File: src/rtl/wb_irq_ctrl.sv
// wb_irq_ctrl: Wishbone interrupt controller with level/edge sources, enable mask and claim/complete handshake
module wb_irq_ctrl #(
  parameter int N_SRC         = 8,
  parameter int WB_DATA_WIDTH = 32,
  parameter int WB_ADDR_WIDTH = 32,
  parameter int WB_SEL_WIDTH  = 4
) (
  input  logic                     clk_i,
  input  logic                     rst_i,
  input  logic [WB_ADDR_WIDTH-1:0] wb_addr_i,
  input  logic [WB_DATA_WIDTH-1:0] wb_data_i,
  input  logic                     wb_we_i,
  input  logic [WB_SEL_WIDTH-1:0]  wb_sel_i,
  input  logic                     wb_stb_i,
  input  logic                     wb_cyc_i,
  output logic                     wb_ack_o,
  output logic [WB_DATA_WIDTH-1:0] wb_data_o,
  input  logic [N_SRC-1:0]         irq_src_i,
  output logic                     irq_o
);
  typedef enum logic {IDLE, CLAIMED} state_t;
  state_t state, state_n;
  logic [5:0] claimed_id, claimed_n, cand;
  logic [N_SRC-1:0] src_q, pending, enable, edge_mode, pe, wmask, set, clr, edge_chg;
  logic primed, acc, wr, rd, take;
  logic [2:0] idx;
  logic [WB_DATA_WIDTH-1:0] rdata;
  logic unused;
  assign unused   = ^{wb_sel_i, wb_addr_i, wb_data_i};
  assign acc      = wb_cyc_i & wb_stb_i & ~wb_ack_o;
  assign idx      = wb_addr_i[4:2];
  assign wr       = acc & wb_we_i;
  assign rd       = acc & ~wb_we_i;
  assign wmask    = wb_data_i[N_SRC-1:0];
  assign pe       = pending & enable;
  // primed masks the first post-reset cycle so a source held high through reset is not seen as an edge
  assign set      = primed ? (irq_src_i & ~src_q) : '0;
  assign clr      = ((wr && idx == 3'd0) ? wmask : '0) | (take ? (N_SRC'(1) << (cand - 6'd1)) : '0);
  assign edge_chg = (wr && idx == 3'd2) ? (wmask ^ edge_mode) : '0;
  always_comb begin
    cand = '0;
    for (int i = N_SRC - 1; i >= 0; i--)
      if (pe[i]) cand = 6'(i + 1);
  end
  always_comb begin
    state_n   = state;
    claimed_n = claimed_id;
    take      = 1'b0;
    if (state == IDLE) begin
      if (rd && idx == 3'd3 && cand != '0) begin
        state_n   = CLAIMED;
        claimed_n = cand;
        take      = 1'b1;
      end
    end else if (wr && idx == 3'd4 && wb_data_i == WB_DATA_WIDTH'(claimed_id)) begin
      state_n   = IDLE;
      claimed_n = '0;
    end
  end
  always_comb begin
    rdata = '0;
    case (idx)
      3'd0: rdata[N_SRC-1:0] = pending;
      3'd1: rdata[N_SRC-1:0] = enable;
      3'd2: rdata[N_SRC-1:0] = edge_mode;
      3'd3: rdata[5:0] = (state == IDLE) ? cand : claimed_id;
      3'd5: begin
        rdata[12:8] = claimed_id[4:0];
        rdata[0]    = state == CLAIMED;
      end
      default: rdata = '0;
    endcase
  end
  always_ff @(posedge clk_i or posedge rst_i)
    if (rst_i) begin
      state      <= IDLE;
      claimed_id <= '0;
    end else begin
      state      <= state_n;
      claimed_id <= claimed_n;
    end
  always_ff @(posedge clk_i or posedge rst_i)
    if (rst_i) begin
      src_q     <= '0;
      primed    <= 1'b0;
      pending   <= '0;
      enable    <= '0;
      edge_mode <= '0;
      irq_o     <= 1'b0;
      wb_ack_o  <= 1'b0;
      wb_data_o <= '0;
    end else begin
      src_q    <= irq_src_i;
      primed   <= 1'b1;
      irq_o    <= (state == IDLE) && |pe;
      wb_ack_o <= acc;
      if (acc) wb_data_o <= wb_we_i ? '0 : rdata;
      if (wr && idx == 3'd1) enable <= wmask;
      if (wr && idx == 3'd2) edge_mode <= wmask;
      for (int i = 0; i < N_SRC; i++)
        pending[i] <= edge_chg[i] ? 1'b0 : !edge_mode[i] ? irq_src_i[i] : set[i] ? 1'b1 : clr[i] ? 1'b0 : pending[i];
    end
endmodule

File: config.mk
export PLATFORM = sky130hd
export DESIGN_NAME = wb_irq_ctrl
export DESIGN_NICKNAME = d
export VERILOG_FILES = /design/src/rtl/wb_irq_ctrl.sv
export SDC_FILE = /design/constraint.sdc
export NUM_CORES = 1
export LEC_CHECK = 0
export CAP_MARGIN = 15
export CELL_PAD_IN_SITES_DETAIL_PLACEMENT = 1
export CELL_PAD_IN_SITES_GLOBAL_PLACEMENT = 2
export CORE_MARGIN = 3
export CORE_UTILIZATION = 34
export CTS_BUF_LIST = sky130_fd_sc_hd__clkbuf_4 sky130_fd_sc_hd__clkbuf_8 sky130_fd_sc_hd__clkbuf_16
export DETAILED_ROUTE_END_ITERATION = 10
export DONT_BUFFER_PORTS = 1
export GPL_TIMING_DRIVEN = 0
export PLACE_DENSITY_LB_ADDON = 0.1
export SYNTH_ARGS = -nofsm -noshare
export SYNTH_HDL_FRONTEND = slang
export SYNTH_SLANG_ARGS = --single-unit
File: constraint.sdc
create_clock -name clk_i -period 5.7 [get_ports clk_i]
set_input_delay 0.855 -clock clk_i [delete_from_list [all_inputs] [get_ports clk_i]]
set_output_delay 0.855 -clock clk_i [all_outputs]
set_load 0.005 [all_outputs]
Word level (Yosys, flattened, before mapping). Index checks and enable logic that the tools add are counted.

Bits in registers: 74. Bits of input ports: 81. Word-level logic and storage cells: 116.

Add/sub/neg operators: 1. Equal/unequal tests: 15. Shift-type cells: 1. Mux-type cells: 57. Bitwise operators: 12. Reductions and logical operators: 13.

Operators with widths (count): $mux 6 (10); $mux 1 (36); $eq 32x6->1 (1); $mux 8 (4); $ne 4x1->1 const B (8); $pmux 5 s4 (1); $and 8x8->8 (2); $mux 13 (1); $logic_and 1x1->1 (8); $mux 4 (2); $not 8->8 (1); $or 8x8->8 (1); $reduce_or 8->1 (1); $shl 1x6->8 const A (1); $xor 8x8->8 (1); $eq 3x2->1 const B (2); $eq 3x3->1 const B (2); $pmux 2 s3 (1); $reduce_bool 6->1 (1); $sub 6x1->6 const B (1); $mux 5 (1); $pmux 1 s5 (1); $and 1x1->1 (4); $eq 3x1->1 const B (1); other kinds (5) (7).

Longest topological paths before layout. Gate-level depths: netlist (run 1).

Word-level depth: 19. Mapped depth: 10. Gate-level depth less buffers: 9.

Least setup slack after synthesis (run 1). Ideal clock, no wire load.

Kind: register to register. Start point: reg enable[5]. End point: reg pending[4]. Library setup time: 127 ps. Arrival time: 2604 ps. Data required time: 5573 ps. Path slack: 2969 ps. Stages on the path, launching flop included: 10. Path buffers: 0. Path through: dfrtp_1 -> nand2_1 -> a32o_1 -> a21oi_1 -> ha_1 -> inv_1 -> or4_1 -> a21oi_1 -> nor4b_1 -> o21ai_1.

Word-level cells in the longest chain between the ends: 14. Elaborated cells between the ends (all ways): 16. Classes of those cells: 1 x add/sub; 1 x eq/ne; 1 x shift; 9 x mux; 2 x bitwise; 2 x reduce/logical.

Ends and longest elaborated chain: from (decl) (line 24) `logic [N_SRC-1:0] src_q, pending, enable, edge_mode, pe, wmask, set, clr, edge_chg;`; from (signal assigned) (line 98) `if (wr && idx == 3'd1) enable <= wmask;`; $and 8x8->8 * (line 35) `assign pe = pending & enable;`; $mux 6 * (6 in series) (line 43) `if (pe[i]) cand = 6'(i + 1);`; parallel branches: the longest is 4 deep, another holds $sub 6x1->6; $mux 8 * (line 38) `assign clr = ((wr && idx == 3'd0) ? wmask : '0) | (take ? (N_SRC'(1) << (cand - 6'd1)) : '0);`; $or 8x8->8 * (line 38); $ne 4x1->1 (no line) *; to (signal, indexed assignment) (line 101) `pending[i] <= edge_chg[i] ? 1'b0 : !edge_mode[i] ? irq_src_i[i] : set[i] ? 1'b1 : clr[i] ? 1'b0 : pending[i];`; to (decl) (line 24).

Mark *: on every way between the ends. A chain may end at the register's enable or synchronous reset.

Final worst setup path (run 1).
Start point: reg pending[5]. End point: reg pending[4].

Word-level cells in the longest chain between the ends: 14. Elaborated cells between the ends (all ways): 16. Classes of those cells: 1 x add/sub; 1 x eq/ne; 1 x shift; 9 x mux; 2 x bitwise; 2 x reduce/logical.

Ends and longest elaborated chain (line): $and 8x8->8 * (35); $mux 6 * (6 in series) (43); parallel branches: the longest is 4 deep, another holds $sub 6x1->6; $mux 8 * (38); $or 8x8->8 * (38); $ne 4x1->1 (no line) *.

Marks and branches as above.

==> flow_summary.html, run 1 <==
<table>
<tr><th>Metric</th><th>Value</th></tr>
<tr><th colspan="2">Synthesis</th></tr>
<tr><td>Post-synthesis sequential element count</td><td>52</td></tr>
<tr><td>Cells after Synth</td><td>between 300 and 400</td></tr>
<tr><td>Post-Synth Simple-Gate Area</td><td>18.6%</td></tr>
<tr><td>Synth Area in Compound Gates</td><td>20.8%</td></tr>
<tr><td>Main combinational cell family by area after synthesis</td><td>compound AO/OA/AOI/OAI gates</td></tr>
<tr><td>Main synth FF type</td><td>sky130_fd_sc_hd__dfrtp_1</td></tr>
<tr><td>Fraction of synthesized cell area in xor and xnor cells</td><td>3.69%</td></tr>
<tr><td>Yosys cell types</td><td>53</td></tr>
<tr><td>Number of enable-type register cells in the synthesized netlist</td><td>0</td></tr>
<tr><td>Proportion of synthesized chip area in sequential cells</td><td>42.2%</td></tr>
<tr><td>Synthesized-area fraction occupied by adder cells</td><td>0.811%</td></tr>
<tr><td>Synth Cell Area</td><td>roughly 0.0031 mm2</td></tr>
<tr><td>Syn. warnings</td><td>0</td></tr>
<tr><td>Share of cell area taken by muxes after synthesis</td><td>6.24%</td></tr>
<tr><td>Mean post-synth cell area</td><td>9.56 um2</td></tr>
<tr><td>Share of flip-flops with an asynchronous set or reset after synthesis</td><td>100%</td></tr>
<tr><th colspan="2">Worst setup path</th></tr>
<tr><td>Startpoint-to-endpoint class of the critical path</td><td>reg2reg</td></tr>
<tr><td>Origin of the worst setup path</td><td>pending[5]$_DFFE_PP0P_</td></tr>
<tr><td>Cell-by-cell trace of the critical path</td><td>nand2_1 &gt; a32o_1 &gt; a21oi_1 &gt; ha_1 &gt; inv_1 &gt; or4_1 &gt; a21oi_1 &gt; nor4b_1 &gt; o21ai_1</td></tr>
<tr><td>Endpoint of the most critical setup path</td><td>pending[4]$_DFFE_PP0P_</td></tr>
<tr><td>Crit Reg-Reg Endpoint</td><td>pending[4]$_DFFE_PP0P_</td></tr>
<tr><td>Logic depth of the worst register-to-register path</td><td>9</td></tr>
<tr><td>Biggest cell delay along the critical path</td><td>0.81 ns</td></tr>
<tr><td>Setup slack, reg-to-reg</td><td>2.14 ns</td></tr>
<tr><td>Slowest library cell on the worst path</td><td>sky130_fd_sc_hd__a21oi_1</td></tr>
<tr><td>Worst path required time</td><td>~6 ns</td></tr>
<tr><td>Category of the worst setup path capture point</td><td>flip-flop</td></tr>
<tr><td>Maximum net fanout on the critical path</td><td>11</td></tr>
<tr><td>Beginning of the worst register-to-register path</td><td>pending[5]$_DFFE_PP0P_</td></tr>
<tr><td>Setup crit start kind</td><td>flip-flop</td></tr>
<tr><td>Cell seen most often among critical-path stages</td><td>sky130_fd_sc_hd__a21oi_1</td></tr>
<tr><td>Arrival time at the worst endpoint</td><td>3.75 ns</td></tr>
<tr><th colspan="2">Global routing</th></tr>
<tr><td>Wire length of the first global-routing pass</td><td>14.8 mm</td></tr>
<tr><td>Antenna violations before repair</td><td>0</td></tr>
<tr><td>Maximum number of pins on one net before global-route repair</td><td>31</td></tr>
<tr><td>Overflow left after global routing</td><td>0</td></tr>
<tr><td>Vias in the first global route</td><td>2582</td></tr>
<tr><td>Total global-route track usage</td><td>a little under a fifth</td></tr>
<tr><th colspan="2">Die</th></tr>
<tr><td>Die Y-Extent</td><td>101 um</td></tr>
<tr><td>Chip width</td><td>101 um</td></tr>
<tr><td>Core area</td><td>around 0.0088 mm2</td></tr>
<tr><td>Full die area</td><td>0.0103 mm2</td></tr>
<tr><td>Effective utilization at floorplan</td><td>35.2%</td></tr>
<tr><td>Number of I/O pins</td><td>115</td></tr>
<tr><td>Standard-cell rows</td><td>34</td></tr>
<tr><th colspan="2">Layout</th></tr>
<tr><td>Layout cells sized above 1</td><td>12.5%</td></tr>
<tr><td>Net count reported at finish</td><td>434</td></tr>
<tr><td>Count of inserted antenna diode cells</td><td>0</td></tr>
<tr><td>Core Util, Final</td><td>39.0%</td></tr>
<tr><td>Count of fill cells added during filler insertion</td><td>1039</td></tr>
<tr><td>Synth-to-Final Area Change</td><td>10.8%</td></tr>
<tr><th colspan="2">CTS</th></tr>
<tr><td>Cell at the root of the clock tree</td><td>sky130_fd_sc_hd__clkbuf_8</td></tr>
<tr><td>Number of buffers created by CTS</td><td>5</td></tr>
<tr><td>Post_cts resized</td><td>0</td></tr>
<tr><td>Setup repair bufs after CTS</td><td>0</td></tr>
<tr><td>Clock-pin slew reported for the worst setup and hold paths after clock tree synthesis</td><td>0.09 ns</td></tr>
<tr><td>Clock insertion delay at the later pin of the skew report</td><td>0.31 ns</td></tr>
<tr><td>Clock sink count</td><td>52</td></tr>
<tr><td>H-tree depth reported by CTS</td><td>2</td></tr>
<tr><td>Cts-stage hold buffer count</td><td>0</td></tr>
<tr><td>Bufs on Longest Clock Path</td><td>2</td></tr>
<tr><td>TritonCTS clock tree</td><td>built</td></tr>
<tr><th colspan="2">Status</th></tr>
<tr><td>Outcome</td><td>finished, final reports clean</td></tr>
<tr><th colspan="2">Power and ir drop</th></tr>
<tr><td>IR Drop Worst-Case VDD</td><td>0.0920 mV</td></tr>
<tr><td>PD cells</td><td>between 200 and 300 mW/mm2</td></tr>
<tr><td>Static power due to leakage</td><td>1.51 nW</td></tr>
<tr><th colspan="2">Routing</th></tr>
<tr><td>Number of search-and-repair iterations in the first detailed-routing pass</td><td>4</td></tr>
<tr><td>Initial detailed-routing violation count</td><td>148</td></tr>
<tr><td>Count of nets left with antenna violations after detail routing</td><td>0</td></tr>
<tr><td>Via density per instance</td><td>approximately 5.6</td></tr>
<tr><td>Wire length after detailed routing</td><td>a little under 10 mm</td></tr>
<tr><td>Avg WL per Cell</td><td>roughly 21 um</td></tr>
<tr><td>Drc violations</td><td>0</td></tr>
<tr><td>Total via count in the routed design</td><td>2581</td></tr>
<tr><th colspan="2">STA</th></tr>
<tr><td>Slew Viols, Final</td><td>0</td></tr>
<tr><td>Fin Hold WS</td><td>about 0.46 ns</td></tr>
<tr><td>Aggregate negative setup slack</td><td>0 ns</td></tr>
<tr><td>Minimum clock period after layout</td><td>3.56 ns</td></tr>
<tr><td>Worst Tran Pin Value</td><td>1.08 ns</td></tr>
<tr><td>Peak Freq</td><td>281 MHz</td></tr>
<tr><td>RSZ-0062 raised after global routing</td><td>false</td></tr>
<tr><td>Crit share post-route</td><td>62.5%</td></tr>
<tr><td>Max_slew headroom</td><td>27.2%</td></tr>
<tr><td>Final Skew</td><td>0.00829 ns</td></tr>
<tr><td>Setup violators final</td><td>0</td></tr>
<tr><td>Final hold violation count</td><td>0</td></tr>
<tr><th colspan="2">Placed design</th></tr>
<tr><td>Global placer's final weighted congestion</td><td>just over 0.9</td></tr>
<tr><td>Sum of net half-perimeters after detailed placement</td><td>7.28 mm</td></tr>
<tr><td>Count of input and output buffers</td><td>0</td></tr>
<tr><th colspan="2">Run</th></tr>
<tr><td>Reported max-cap violation count</td><td>0</td></tr>
<tr><th colspan="2">Worst hold path</th></tr>
<tr><td>Worst hold-check path type</td><td>in2async</td></tr>
</table>
[cell families after synthesis]
group,Yosys count
compound gates,88
xor+xnor,13
fa+ha+maj,2
buf+inv,40
flops,52
mux,17
other cells,2
simple gates,109
[where the power goes]
group,internal (mW),leakage [nW],switching [mW],total [mW]
registers,0.408,0.665,0.0488,0.457
logic,0.105,0.793,0.154,0.259
clock network,0.109,0.0503,0.124,0.232
[synth_stat cells (6+ instances only)]
master | number | share of area, %
sky130_fd_sc_hd__a22o_1 | 12 | 3.4
sky130_fd_sc_hd__nand4_1 | 8 | 1.6
sky130_fd_sc_hd__a21oi_1 | 13 | 2.1
sky130_fd_sc_hd__a221o_1 | 6 | 1.9
sky130_fd_sc_hd__mux2i_1 | 8 | 2.6
sky130_fd_sc_hd__mux2_2 | 8 | 2.9
sky130_fd_sc_hd__xor2_1 | 8 | 2.3
sky130_fd_sc_hd__o21ai_0 | 18 | 2.9
sky130_fd_sc_hd__buf_4 | 20 | 4.9
sky130_fd_sc_hd__inv_1 | 9 | 1.1
sky130_fd_sc_hd__clkbuf_1 | 8 | 0.97
sky130_fd_sc_hd__dfrtp_1 | 52 | 42
sky130_fd_sc_hd__nor4_1 | 9 | 1.8
sky130_fd_sc_hd__o211ai_1 | 6 | 1.5
sky130_fd_sc_hd__nand2_1 | 48 | 5.8
sky130_fd_sc_hd__nor2b_1 | 7 | 1.4
[worst min-delay path by stage]
stage | start | depth (start not counted) | end
after detailed placement | wb_data_o[2]$_DFFE_PP0P_ | 2 | wb_data_o[2]$_DFFE_PP0P_
after global routing | rst_i | 1 | src_q[7]$_DFF_PP0_
after floorplan | wb_data_o[2]$_DFFE_PP0P_ | 2 | wb_data_o[2]$_DFFE_PP0P_
after CTS | rst_i | 1 | src_q[7]$_DFF_PP0_
after global placement | wb_data_o[2]$_DFFE_PP0P_ | 2 | wb_data_o[2]$_DFFE_PP0P_
final | rst_i | 1 | src_q[7]$_DFF_PP0_
[layer usage]
metal,global-route usage (%),share of wire [%]
met5,0,0
met1,27.6,48
met2,29.4,46
met4,4.91,1.1
met3,3.17,5.2
[cell type report]
| class | count | area (um2) | area share, % |
|---|---|---|---|
| Inverter | 9 | 33.8 | 0.988 |
| Tap cell | 108 | 135 | 3.95 |
| Multi-Input combinational cell | 250 | 1630 | 47.6 |
| Buffer | 31 | 199 | 5.82 |
| Timing Repair Buffer | 2 | 25.0 | 0.732 |
| Clock buffer | 7 | 96.3 | 2.82 |
| Sequential cell | 52 | 1300 | 38.1 |
[state kept, by name, summed over array words and instances, names as in the netlist]
name,cells
irq_o,1
wb_ack_o,1
enable,8
edge_mode,8
state,1
pending,8
claimed_id,4
wb_data_o,12
primed,1
src_q,8
[through the flow]
| stage | instances | setup slack [ns] | cell area (um2) | power (mW) |
|---|---|---|---|---|
| floorplan | 342 | 2.97 | 3160 | 0.641 |
| global placement | 450 | 2.16 | 3290 | 0.719 |
| detailed placement | 452 | 2.18 | 3320 | 0.722 |
| CTS | 459 | 2.16 | 3420 | 0.958 |
| global route | 459 | 1.88 | 3420 | 1.01 |
| finish | 459 | 2.14 | 3420 | 0.948 |
[placed cells by master (no fill, tap or decap), types with 4 or more instances in the layout]
master | synthesis | layout
sky130_fd_sc_hd__dfrtp_1 | 52 | 52
sky130_fd_sc_hd__nand2_1 | 48 | 48
sky130_fd_sc_hd__conb_1 | 2 | 21
sky130_fd_sc_hd__buf_4 | 20 | 20
sky130_fd_sc_hd__o21ai_0 | 18 | 18
sky130_fd_sc_hd__a21oi_1 | 13 | 13
sky130_fd_sc_hd__a22o_1 | 12 | 12
sky130_fd_sc_hd__nor4_1 | 9 | 9
sky130_fd_sc_hd__clkbuf_1 | 8 | 8
sky130_fd_sc_hd__inv_1 | 9 | 8
sky130_fd_sc_hd__nand4_1 | 8 | 8
sky130_fd_sc_hd__mux2_2 | 8 | 8
sky130_fd_sc_hd__xor2_1 | 8 | 8
sky130_fd_sc_hd__mux2i_1 | 8 | 8
sky130_fd_sc_hd__nor2b_1 | 7 | 7
sky130_fd_sc_hd__clkbuf_8 | 0 | 7
sky130_fd_sc_hd__o211ai_1 | 6 | 6
sky130_fd_sc_hd__a221o_1 | 6 | 6
sky130_fd_sc_hd__xnor2_1 | 5 | 5
sky130_fd_sc_hd__nor2_1 | 5 | 5
sky130_fd_sc_hd__nand3_1 | 4 | 4
sky130_fd_sc_hd__a21o_1 | 4 | 4
sky130_fd_sc_hd__nor3_1 | 5 | 4
sky130_fd_sc_hd__a22oi_1 | 4 | 4
sky130_fd_sc_hd__o2bb2ai_1 | 4 | 4
sky130_fd_sc_hd__nand3b_1 | 4 | 4
[worst max-delay path, delay by kind of cell (launching register included)]
| family | cells | cell delay, ns |
|---|---|---|
| AOI/OAI and AO/OA | 4 | 1.54 |
| DFF | 1 | 0.43 |
| buffers and inverters | 1 | 0.11 |
| adders and majority gates | 1 | 0.38 |
| and+or+nand+nor | 3 | 0.99 |
Note: power is estimated with default switching activity, not from simulation.
==> inputs of run 2 (changes only) <==
==> constraint.sdc (replaced) <==
create_clock -name clk_i -period 3.3 [get_ports clk_i]
set_input_delay 0.495 -clock clk_i [delete_from_list [all_inputs] [get_ports clk_i]]
set_output_delay 0.495 -clock clk_i [all_outputs]
set_load 0.005 [all_outputs]
==> run 2 against run 1 <==
Effect of this change:
- via count grew 0.46%
- routed wire length fell by 0.30%
- critical path depth unchanged
- first-iteration DRC count down 8.8%
- fmax increased by 21%
- cell area increased by 0.51%
- hold slack worse by 0.36 ns
- non-clock buffer count is the same
- sequential power grew 72%
- die area is the same
- setup slack worse by 1.8 ns
- critical endpoint is now pending[7]$_DFFE_PP0P_
- largest cell class unchanged
- largest power group unchanged
==> flow_summary.html, run 2 (synthesized netlist as in run 1, its figures left out) <==
<table>
<tr><th>Metric</th><th>Value</th></tr>
<tr><th colspan="2">Layout</th></tr>
<tr><td>Leading cell type in the layout, fill and taps excluded</td><td>sky130_fd_sc_hd__dfrtp_1</td></tr>
<tr><td>Flip-flop count of the largest register, all copies and words added</td><td>12 (unchanged)</td></tr>
<tr><td>Net count reported at finish</td><td>434 (unchanged)</td></tr>
<tr><td>Commonest non-fill, non-tap cells in the layout</td><td>52 x sky130_fd_sc_hd__dfrtp_1, 48 x sky130_fd_sc_hd__nand2_1, 21 x sky130_fd_sc_hd__conb_1, 20 x sky130_fd_sc_hd__buf_4, 18 x sky130_fd_sc_hd__o21ai_0</td></tr>
<tr><td>Synth-to-Final Area Change</td><td>11.3%</td></tr>
<tr><td>Count of inserted antenna diode cells</td><td>0 (unchanged)</td></tr>
<tr><td>Count of fill cells added during filler insertion</td><td>1035 (-0.38%)</td></tr>
<tr><td>Design Area, Final</td><td>0.00344 mm2 (+0.51%)</td></tr>
<tr><td>Cell Count, Final, Fillers Out</td><td>459 (unchanged)</td></tr>
<tr><td>Storage cell area</td><td>0.00130 mm2 (unchanged)</td></tr>
<tr><td>Area taken by multi-input logic gates</td><td>0.00165 mm2 (+1.1%)</td></tr>
<tr><td>Layout cells sized above 1</td><td>13.1% (+0.57 points)</td></tr>
<tr><td>Register containing the most flip-flops in the final layout</td><td>wb_data_o</td></tr>
<tr><th colspan="2">CTS</th></tr>
<tr><td>TritonCTS clock tree</td><td>built</td></tr>
<tr><td>Cts-stage hold buffer count</td><td>0 (unchanged)</td></tr>
<tr><td>H-tree depth reported by CTS</td><td>2 (unchanged)</td></tr>
<tr><td>Clock-pin slew reported for the worst setup and hold paths after clock tree synthesis</td><td>0.09 ns (about the same)</td></tr>
<tr><td>Cell at the root of the clock tree</td><td>sky130_fd_sc_hd__clkbuf_8</td></tr>
<tr><td>Bufs on Longest Clock Path</td><td>2 (unchanged)</td></tr>
<tr><td>Setup repair bufs after CTS</td><td>0 (unchanged)</td></tr>
<tr><td>Number of buffers created by CTS</td><td>5 (unchanged)</td></tr>
<tr><td>Clock insertion delay at the later pin of the skew report</td><td>0.31 ns (about the same)</td></tr>
<tr><td>Clock sink count</td><td>52 (unchanged)</td></tr>
<tr><th colspan="2">Worst setup path</th></tr>
<tr><td>Maximum net fanout on the critical path</td><td>11 (unchanged)</td></tr>
<tr><td>Worst path required time</td><td>3.50 ns (-2.39 ns)</td></tr>
<tr><td>Setup crit start kind</td><td>flip-flop</td></tr>
<tr><td>Logic depth of the worst register-to-register path</td><td>9 (unchanged)</td></tr>
<tr><td>Cell seen most often among critical-path stages</td><td>sky130_fd_sc_hd__nand2_1</td></tr>
<tr><td>Crit Reg-Reg Endpoint</td><td>pending[7]$_DFFE_PP0P_</td></tr>
<tr><td>Setup slack, reg-to-reg</td><td>0.36 ns (-1.78 ns)</td></tr>
<tr><td>Biggest cell delay along the critical path</td><td>0.53 ns (-0.28 ns)</td></tr>
<tr><td>Slowest library cell on the worst path</td><td>sky130_fd_sc_hd__or4_1</td></tr>
<tr><td>Cell-by-cell trace of the critical path</td><td>nand2_1 &gt; a32o_1 &gt; a21oi_4 &gt; ha_1 &gt; inv_1 &gt; or4_1 &gt; a21oi_1 &gt; nand2_1 &gt; a22o_1</td></tr>
<tr><td>Startpoint-to-endpoint class of the critical path</td><td>reg2reg</td></tr>
<tr><td>Category of the worst setup path capture point</td><td>flip-flop</td></tr>
<tr><td>Arrival time at the worst endpoint</td><td>3.14 ns (-0.61 ns)</td></tr>
<tr><td>Beginning of the worst register-to-register path</td><td>pending[5]$_DFFE_PP0P_</td></tr>
<tr><th colspan="2">Global routing</th></tr>
<tr><td>Overflow left after global routing</td><td>0 (unchanged)</td></tr>
<tr><td>Maximum number of pins on one net before global-route repair</td><td>31 (unchanged)</td></tr>
<tr><td>Wire length of the first global-routing pass</td><td>14.8 mm (-0.19%)</td></tr>
<tr><td>Vias in the first global route</td><td>2583 (+0.039%)</td></tr>
<tr><td>Total global-route track usage</td><td>19.0% (-0.029 points)</td></tr>
<tr><td>Antenna violations before repair</td><td>0 (unchanged)</td></tr>
<tr><th colspan="2">Routing</th></tr>
<tr><td>Via density per instance</td><td>5.65 (+0.46%)</td></tr>
<tr><td>Initial detailed-routing violation count</td><td>135 (-8.8%)</td></tr>
<tr><td>Count of nets left with antenna violations after detail routing</td><td>0 (unchanged)</td></tr>
<tr><td>Drc violations</td><td>0 (unchanged)</td></tr>
<tr><td>Total via count in the routed design</td><td>2593 (+0.46%)</td></tr>
<tr><td>Avg WL per Cell</td><td>20.9 um (-0.30%)</td></tr>
<tr><td>Number of search-and-repair iterations in the first detailed-routing pass</td><td>4 (unchanged)</td></tr>
<tr><td>Wire length after detailed routing</td><td>9.58 mm (-0.30%)</td></tr>
<tr><th colspan="2">Die</th></tr>
<tr><td>Die Y-Extent</td><td>101 um (unchanged)</td></tr>
<tr><td>Standard-cell rows</td><td>34 (unchanged)</td></tr>
<tr><td>Number of I/O pins</td><td>115 (unchanged)</td></tr>
<tr><td>Chip width</td><td>101 um (unchanged)</td></tr>
<tr><td>Core area</td><td>0.00876 mm2 (unchanged)</td></tr>
<tr><td>Full die area</td><td>0.0103 mm2 (unchanged)</td></tr>
<tr><td>Effective utilization at floorplan</td><td>35.2% (unchanged)</td></tr>
<tr><th colspan="2">STA</th></tr>
<tr><td>Minimum clock period after layout</td><td>2.94 ns (-0.619 ns)</td></tr>
<tr><td>Setup violators final</td><td>0 (unchanged)</td></tr>
<tr><td>Peak Freq</td><td>340 MHz (+21%)</td></tr>
<tr><td>Max_slew headroom</td><td>28.9% (+1.7 points)</td></tr>
<tr><td>Crit path setup slack, layout</td><td>0.359 ns (-1.78 ns)</td></tr>
<tr><td>Final Skew</td><td>0.00708 ns (-0.00122 ns)</td></tr>
<tr><td>Crit share post-route</td><td>89.1% (+27 points)</td></tr>
<tr><td>Slew Viols, Final</td><td>0 (unchanged)</td></tr>
<tr><td>Fin Hold WS</td><td>0.101 ns (-0.359 ns)</td></tr>
<tr><td>Final hold violation count</td><td>0 (unchanged)</td></tr>
<tr><td>RSZ-0062 raised after global routing</td><td>false</td></tr>
<tr><td>Worst Tran Pin Value</td><td>1.06 ns (-0.0250 ns)</td></tr>
<tr><th colspan="2">Power and ir drop</th></tr>
<tr><td>Power dissipated by switching net loads</td><td>0.566 mW (+73%)</td></tr>
<tr><td>Fraction of power consumed by combinational cells</td><td>27.6% (+0.3 points)</td></tr>
<tr><td>PD cells</td><td>478 mW/mm2 (+72%)</td></tr>
<tr><td>Proportion of power drawn by flip-flops and latches</td><td>48.0% (-0.2 points)</td></tr>
<tr><td>IR Drop Worst-Case VDD</td><td>0.159 mV (+73%)</td></tr>
<tr><td>Net Sw Frac</td><td>34.4% (-0.047 points)</td></tr>
<tr><td>Total power after layout</td><td>1.64 mW (+73%)</td></tr>
<tr><td>Static power due to leakage</td><td>1.51 nW (+0.16%)</td></tr>
<tr><td>Proportion of power drawn by the clock network</td><td>24.5% (about the same)</td></tr>
<tr><td>Internal power</td><td>1.08 mW (+73%)</td></tr>
<tr><th colspan="2">Placed design</th></tr>
<tr><td>Placed Cells</td><td>452 (unchanged)</td></tr>
<tr><td>Global placer's final weighted congestion</td><td>0.925 (unchanged)</td></tr>
<tr><td>Sum of net half-perimeters after detailed placement</td><td>7.28 mm (unchanged)</td></tr>
<tr><td>Placed cell area</td><td>0.00332 mm2 (unchanged)</td></tr>
<tr><td>Pre-CTS worst setup slack</td><td>-0.221 ns (-2.40 ns)</td></tr>
<tr><td>Count of input and output buffers</td><td>0 (unchanged)</td></tr>
<tr><th colspan="2">Worst hold path</th></tr>
<tr><td>Worst hold-check path type</td><td>in2async</td></tr>
<tr><th colspan="2">Status</th></tr>
<tr><td>Outcome</td><td>finished, final reports clean</td></tr>
<tr><th colspan="2">Run</th></tr>
<tr><td>Reported max-cap violation count</td><td>0 (unchanged)</td></tr>
</table>
run 2: repair_timing:
item / in CTS / in global routing
endpoints found under the setup margin: 8 / 4
pin swaps: 0 / 0
resized for setup: 1 / 2
run 2: cell type report:
class	instances	share of cell area (%)
clock buffers	7	2.80
multi-input cells	250	47.9
plain buffers	31	5.79
inverters	9	0.983
repair buffers	2	0.728
flip-flops and latches	52	37.9
well taps	108	3.93
run 2: layer usage:
layer  part of all wire, %  global-route usage, %
met3                   5.8                   3.17
met4                   1.1                   4.91
met5                     0                      0
met1                    47                   27.5
met2                    46                   29.4
run 2: worst max path at each step:
stage,from,end,slack (ns)
finish,pending[5]$_DFFE_PP0P_,pending[7]$_DFFE_PP0P_,0.36
floorplan,enable[5]$_DFFE_PP0P_,pending[4]$_DFFE_PP0P_,0.57
global route,pending[2]$_DFFE_PP0P_,pending[4]$_DFFE_PP0P_,0.11
detailed placement,pending[5]$_DFFE_PP0P_,pending[4]$_DFFE_PP0P_,-0.22
CTS,pending[5]$_DFFE_PP0P_,pending[4]$_DFFE_PP0P_,0.09
global placement,pending[5]$_DFFE_PP0P_,pending[4]$_DFFE_PP0P_,-0.24
run 2: per-stage QoR:
stage	utilization [%]	TNS, ns
6_report	39.2	0
4_1_cts	39.1	0
2_1_floorplan	-	0
5_1_grt	39.2	0
3_5_place_dp	37.9	-0.771
3_3_place_gp	37.6	-0.772
run 2: critical path: cells and delay by family (launching register included):
family | cells | cell delay, ns
flops | 1 | 0.43
buf+inv | 1 | 0.10
compound gates | 4 | 1.23
fa+ha+maj | 1 | 0.31
simple gates | 3 | 0.76
run 2: power groups by stage:
stage	Sequential [mW]	Clock (mW)	Combinational, mW
after CTS	0.789	0.419	0.450
after global routing	0.804	0.442	0.507
after floorplan	0.773	0	0.334
after detailed placement	0.803	0	0.445
final	0.788	0.402	0.453
after global placement	0.799	0	0.443
==> inputs of run 3 (changes only) <==
--- a/config.mk
+++ b/config.mk
@@ -9,12 +9,12 @@
 export CELL_PAD_IN_SITES_DETAIL_PLACEMENT = 1
 export CELL_PAD_IN_SITES_GLOBAL_PLACEMENT = 2
 export CORE_MARGIN = 3
-export CORE_UTILIZATION = 34
+export CORE_UTILIZATION = 37
 export CTS_BUF_LIST = sky130_fd_sc_hd__clkbuf_4 sky130_fd_sc_hd__clkbuf_8 sky130_fd_sc_hd__clkbuf_16
 export DETAILED_ROUTE_END_ITERATION = 10
 export DONT_BUFFER_PORTS = 1
 export GPL_TIMING_DRIVEN = 0
-export PLACE_DENSITY_LB_ADDON = 0.1
+export PLACE_DENSITY = 0.89
 export SYNTH_ARGS = -nofsm -noshare
 export SYNTH_HDL_FRONTEND = slang
 export SYNTH_SLANG_ARGS = --single-unit
==> run 3 against run 2 <==
Effect of this change:
- cell count fell by 0.87%
- sequential cell count stayed put
- clock power rose by 15%
==> flow_summary.html, run 3 (synthesized netlist as in run 1, its figures left out) <==
<table>
<tr><th>Metric</th><th>Value</th></tr>
<tr><th colspan="2">Routing</th></tr>
<tr><td>Drc violations</td><td>0 (unchanged)</td></tr>
<tr><td>Avg WL per Cell</td><td>20.9 um (about the same)</td></tr>
<tr><td>Via density per instance</td><td>5.89 (+4.3%)</td></tr>
<tr><td>Initial detailed-routing violation count</td><td>157 (+16%)</td></tr>
<tr><td>Wire length after detailed routing</td><td>9.49 mm (-0.88%)</td></tr>
<tr><td>Total via count in the routed design</td><td>2681 (+3.4%)</td></tr>
<tr><td>Count of nets left with antenna violations after detail routing</td><td>0 (unchanged)</td></tr>
<tr><td>Number of search-and-repair iterations in the first detailed-routing pass</td><td>5 (+1)</td></tr>
<tr><th colspan="2">Worst hold path</th></tr>
<tr><td>Worst hold-check path type</td><td>in2async</td></tr>
<tr><th colspan="2">Worst setup path</th></tr>
<tr><td>Slowest library cell on the worst path</td><td>sky130_fd_sc_hd__or4_1</td></tr>
<tr><td>Worst path required time</td><td>3.50 ns (about the same)</td></tr>
<tr><td>Gate family responsible for the most delay along the worst path</td><td>compound AO/OA/AOI/OAI gates</td></tr>
<tr><td>Startpoint-to-endpoint class of the critical path</td><td>reg2reg</td></tr>
<tr><td>Biggest cell delay along the critical path</td><td>0.53 ns (about the same)</td></tr>
<tr><td>Arrival time at the worst endpoint</td><td>3.19 ns (+0.05 ns)</td></tr>
<tr><td>Instance count on the critical path</td><td>9 (unchanged)</td></tr>
<tr><td>Setup slack, reg-to-reg</td><td>0.31 ns (-0.05 ns)</td></tr>
<tr><td>Cell-by-cell trace of the critical path</td><td>nand2_1 &gt; a32o_1 &gt; a21oi_4 &gt; ha_1 &gt; inv_1 &gt; or4_1 &gt; a21oi_1 &gt; nor4b_1 &gt; o21ai_1</td></tr>
<tr><td>Combined buffer and inverter count along the critical path</td><td>1 (unchanged)</td></tr>
<tr><td>Category of the worst setup path capture point</td><td>flip-flop</td></tr>
<tr><td>Setup crit start kind</td><td>flip-flop</td></tr>
<tr><td>Logic depth of the worst register-to-register path</td><td>9 (unchanged)</td></tr>
<tr><td>Maximum net fanout on the critical path</td><td>11 (unchanged)</td></tr>
<tr><th colspan="2">Global routing</th></tr>
<tr><td>Maximum number of pins on one net before global-route repair</td><td>30 (-3.2%)</td></tr>
<tr><td>Antenna violations before repair</td><td>0 (unchanged)</td></tr>
<tr><td>Total global-route track usage</td><td>19.8% (+0.84 points)</td></tr>
<tr><td>Overflow left after global routing</td><td>0 (unchanged)</td></tr>
<tr><td>Vias in the first global route</td><td>2749 (+6.4%)</td></tr>
<tr><td>Wire length of the first global-routing pass</td><td>14.9 mm (+0.75%)</td></tr>
<tr><th colspan="2">CTS</th></tr>
<tr><td>Cts-stage hold buffer count</td><td>0 (unchanged)</td></tr>
<tr><td>Cell at the root of the clock tree</td><td>sky130_fd_sc_hd__clkbuf_8</td></tr>
<tr><td>Clock-pin slew reported for the worst setup and hold paths after clock tree synthesis</td><td>0.10 ns (about the same)</td></tr>
<tr><td>Bufs on Longest Clock Path</td><td>2 (unchanged)</td></tr>
<tr><td>Clock insertion delay at the later pin of the skew report</td><td>0.32 ns (about the same)</td></tr>
<tr><td>Number of buffers created by CTS</td><td>5 (unchanged)</td></tr>
<tr><td>H-tree depth reported by CTS</td><td>2 (unchanged)</td></tr>
<tr><td>TritonCTS clock tree</td><td>built</td></tr>
<tr><td>Clock sink count</td><td>52 (unchanged)</td></tr>
<tr><td>Setup repair bufs after CTS</td><td>0 (unchanged)</td></tr>
<tr><th colspan="2">STA</th></tr>
<tr><td>Crit path setup slack, layout</td><td>0.314 ns (-0.0457 ns)</td></tr>
<tr><td>Aggregate negative setup slack</td><td>0 ns (unchanged)</td></tr>
<tr><td>Final Skew</td><td>0.00797 ns (+0.000889 ns)</td></tr>
<tr><td>Max_slew headroom</td><td>39.2% (+10 points)</td></tr>
<tr><td>Worst Tran Pin Value</td><td>0.907 ns (-0.152 ns)</td></tr>
<tr><td>Fin Hold WS</td><td>0.0891 ns (-0.0117 ns)</td></tr>
<tr><td>RSZ-0062 raised after global routing</td><td>false</td></tr>
<tr><td>Peak Freq</td><td>335 MHz (-1.5%)</td></tr>
<tr><td>Slew Viols, Final</td><td>0 (unchanged)</td></tr>
<tr><td>Final hold violation count</td><td>0 (unchanged)</td></tr>
<tr><td>Crit share post-route</td><td>90.5% (+1.4 points)</td></tr>
<tr><td>Minimum clock period after layout</td><td>2.99 ns (+0.0457 ns)</td></tr>
<tr><td>Setup violators final</td><td>0 (unchanged)</td></tr>
<tr><th colspan="2">Layout</th></tr>
<tr><td>Count of fill cells added during filler insertion</td><td>933 (-9.9%)</td></tr>
<tr><td>Cell Count, Final, Fillers Out</td><td>455 (-0.87%)</td></tr>
<tr><td>Net count reported at finish</td><td>435 (+0.23%)</td></tr>
<tr><td>Commonest non-fill, non-tap cells in the layout</td><td>52 x sky130_fd_sc_hd__dfrtp_1, 48 x sky130_fd_sc_hd__nand2_1, 21 x sky130_fd_sc_hd__buf_4, 21 x sky130_fd_sc_hd__conb_1, 18 x sky130_fd_sc_hd__o21ai_0</td></tr>
<tr><td>Design Area, Final</td><td>0.00345 mm2 (+0.44%)</td></tr>
<tr><td>Leading cell type in the layout, fill and taps excluded</td><td>sky130_fd_sc_hd__dfrtp_1</td></tr>
<tr><td>Layout cells sized above 1</td><td>13.6% (+0.49 points)</td></tr>
<tr><td>Register containing the most flip-flops in the final layout</td><td>wb_data_o</td></tr>
<tr><td>Synth-to-Final Area Change</td><td>11.8%</td></tr>
<tr><td>Count of inserted antenna diode cells</td><td>0 (unchanged)</td></tr>
<tr><td>Flip-flop count of the largest register, all copies and words added</td><td>12 (unchanged)</td></tr>
<tr><th colspan="2">Status</th></tr>
<tr><td>Outcome</td><td>finished, final reports clean</td></tr>
<tr><th colspan="2">Die</th></tr>
<tr><td>Core area</td><td>0.00793 mm2 (-9.5%)</td></tr>
<tr><td>Number of I/O pins</td><td>115 (unchanged)</td></tr>
<tr><td>Full die area</td><td>0.00947 mm2 (-7.6%)</td></tr>
<tr><td>Chip width</td><td>97.3 um (-3.9%)</td></tr>
<tr><td>Standard-cell rows</td><td>32 (-5.9%)</td></tr>
<tr><td>Effective utilization at floorplan</td><td>38.9% (+3.7 points)</td></tr>
<tr><td>Die Y-Extent</td><td>97.3 um (-3.9%)</td></tr>
<tr><th colspan="2">Power and ir drop</th></tr>
<tr><td>PD cells</td><td>497 mW/mm2 (+4.1%)</td></tr>
<tr><td>Static power due to leakage</td><td>1.52 nW (+0.89%)</td></tr>
<tr><td>IR Drop Worst-Case VDD</td><td>0.188 mV (+18%)</td></tr>
<tr><th colspan="2">Placed design</th></tr>
<tr><td>Sum of net half-perimeters after detailed placement</td><td>7.22 mm (-0.87%)</td></tr>
<tr><td>Global placer's final weighted congestion</td><td>0.926 (about the same)</td></tr>
<tr><td>Placed cell area</td><td>0.00332 mm2 (-0.15%)</td></tr>
<tr><td>Placed Cells</td><td>447 (-1.1%)</td></tr>
<tr><td>Pre-CTS worst setup slack</td><td>-0.220 ns (+0.00158 ns)</td></tr>
<tr><td>Count of input and output buffers</td><td>0 (unchanged)</td></tr>
<tr><th colspan="2">Run</th></tr>
<tr><td>Reported max-cap violation count</td><td>0 (unchanged)</td></tr>
</table>
[run 3: worst reg2reg max path: cells and delay by family, from the launching register on]
family	cells	cell delay (ns)
and+or+nand+nor	3	0.98
buffers and inverters	1	0.11
adders and majority gates	1	0.30
DFF	1	0.42
AOI/OAI and AO/OA	4	1.07
[run 3: repair_timing]
action | CTS | global route
gates resized for setup | 1 | 3
endpoints found under the setup margin | 8 | 2
endpoints found under the hold margin | 0 | 0
[run 3: metrics by stage]
step	power [mW]	util (%)
floorplan	1.11	-
global route	1.81	43.5
CTS	1.71	43.3
global placement	1.23	41.4
finish	1.72	43.5
detailed placement	1.25	41.9
[run 3: area by class of cell]
cell class	instances	area (um2)	share of cell area, %
Sequential cell	52	1300	37.7
Inverter	9	33.8	0.979
Timing Repair Buffer	3	32.5	0.942
Buffer	31	199	5.76
Clock inverter	2	35.0	1.01
Multi-Input combinational cell	250	1650	47.7
Tap cell	102	128	3.70
Clock buffer	6	76.3	2.21
[run 3: per-layer routing]
| metal | GRT usage, % | vias up | part of all wire [%] |
|---|---|---|---|
| li1 | - | 1221 | - |
| met1 | 26.4 | 1346 | 44 |
| met2 | 32.4 | 97 | 48 |
| met3 | 3.30 | 17 | 5.7 |
| met4 | 7.45 | 0 | 2.6 |
| met5 | 0 | - | 0 |
[run 3: power breakdown]
part / internal [mW] / total [mW] / leakage [nW] / switching (mW)
Clock: 0.234 / 0.462 / 0.0586 / 0.228
Combinational: 0.186 / 0.464 / 0.801 / 0.278
Sequential: 0.705 / 0.791 / 0.665 / 0.0866
[run 3: worst paths after layout]
path                                             to                startpoint
setup / recovery             pending[6]$_DFFE_PP0P_     enable[5]$_DFFE_PP0P_
hold / removal             wb_data_o[6]$_DFFE_PP0P_                     rst_i
setup reg to reg             pending[6]$_DFFE_PP0P_     enable[5]$_DFFE_PP0P_
hold reg to reg            wb_data_o[2]$_DFFE_PP0P_  wb_data_o[2]$_DFFE_PP0P_
max in group asynchronous     enable[0]$_DFFE_PP0P_                     rst_i
min in group clk_i               src_q[5]$_DFF_PP0_              irq_src_i[5]
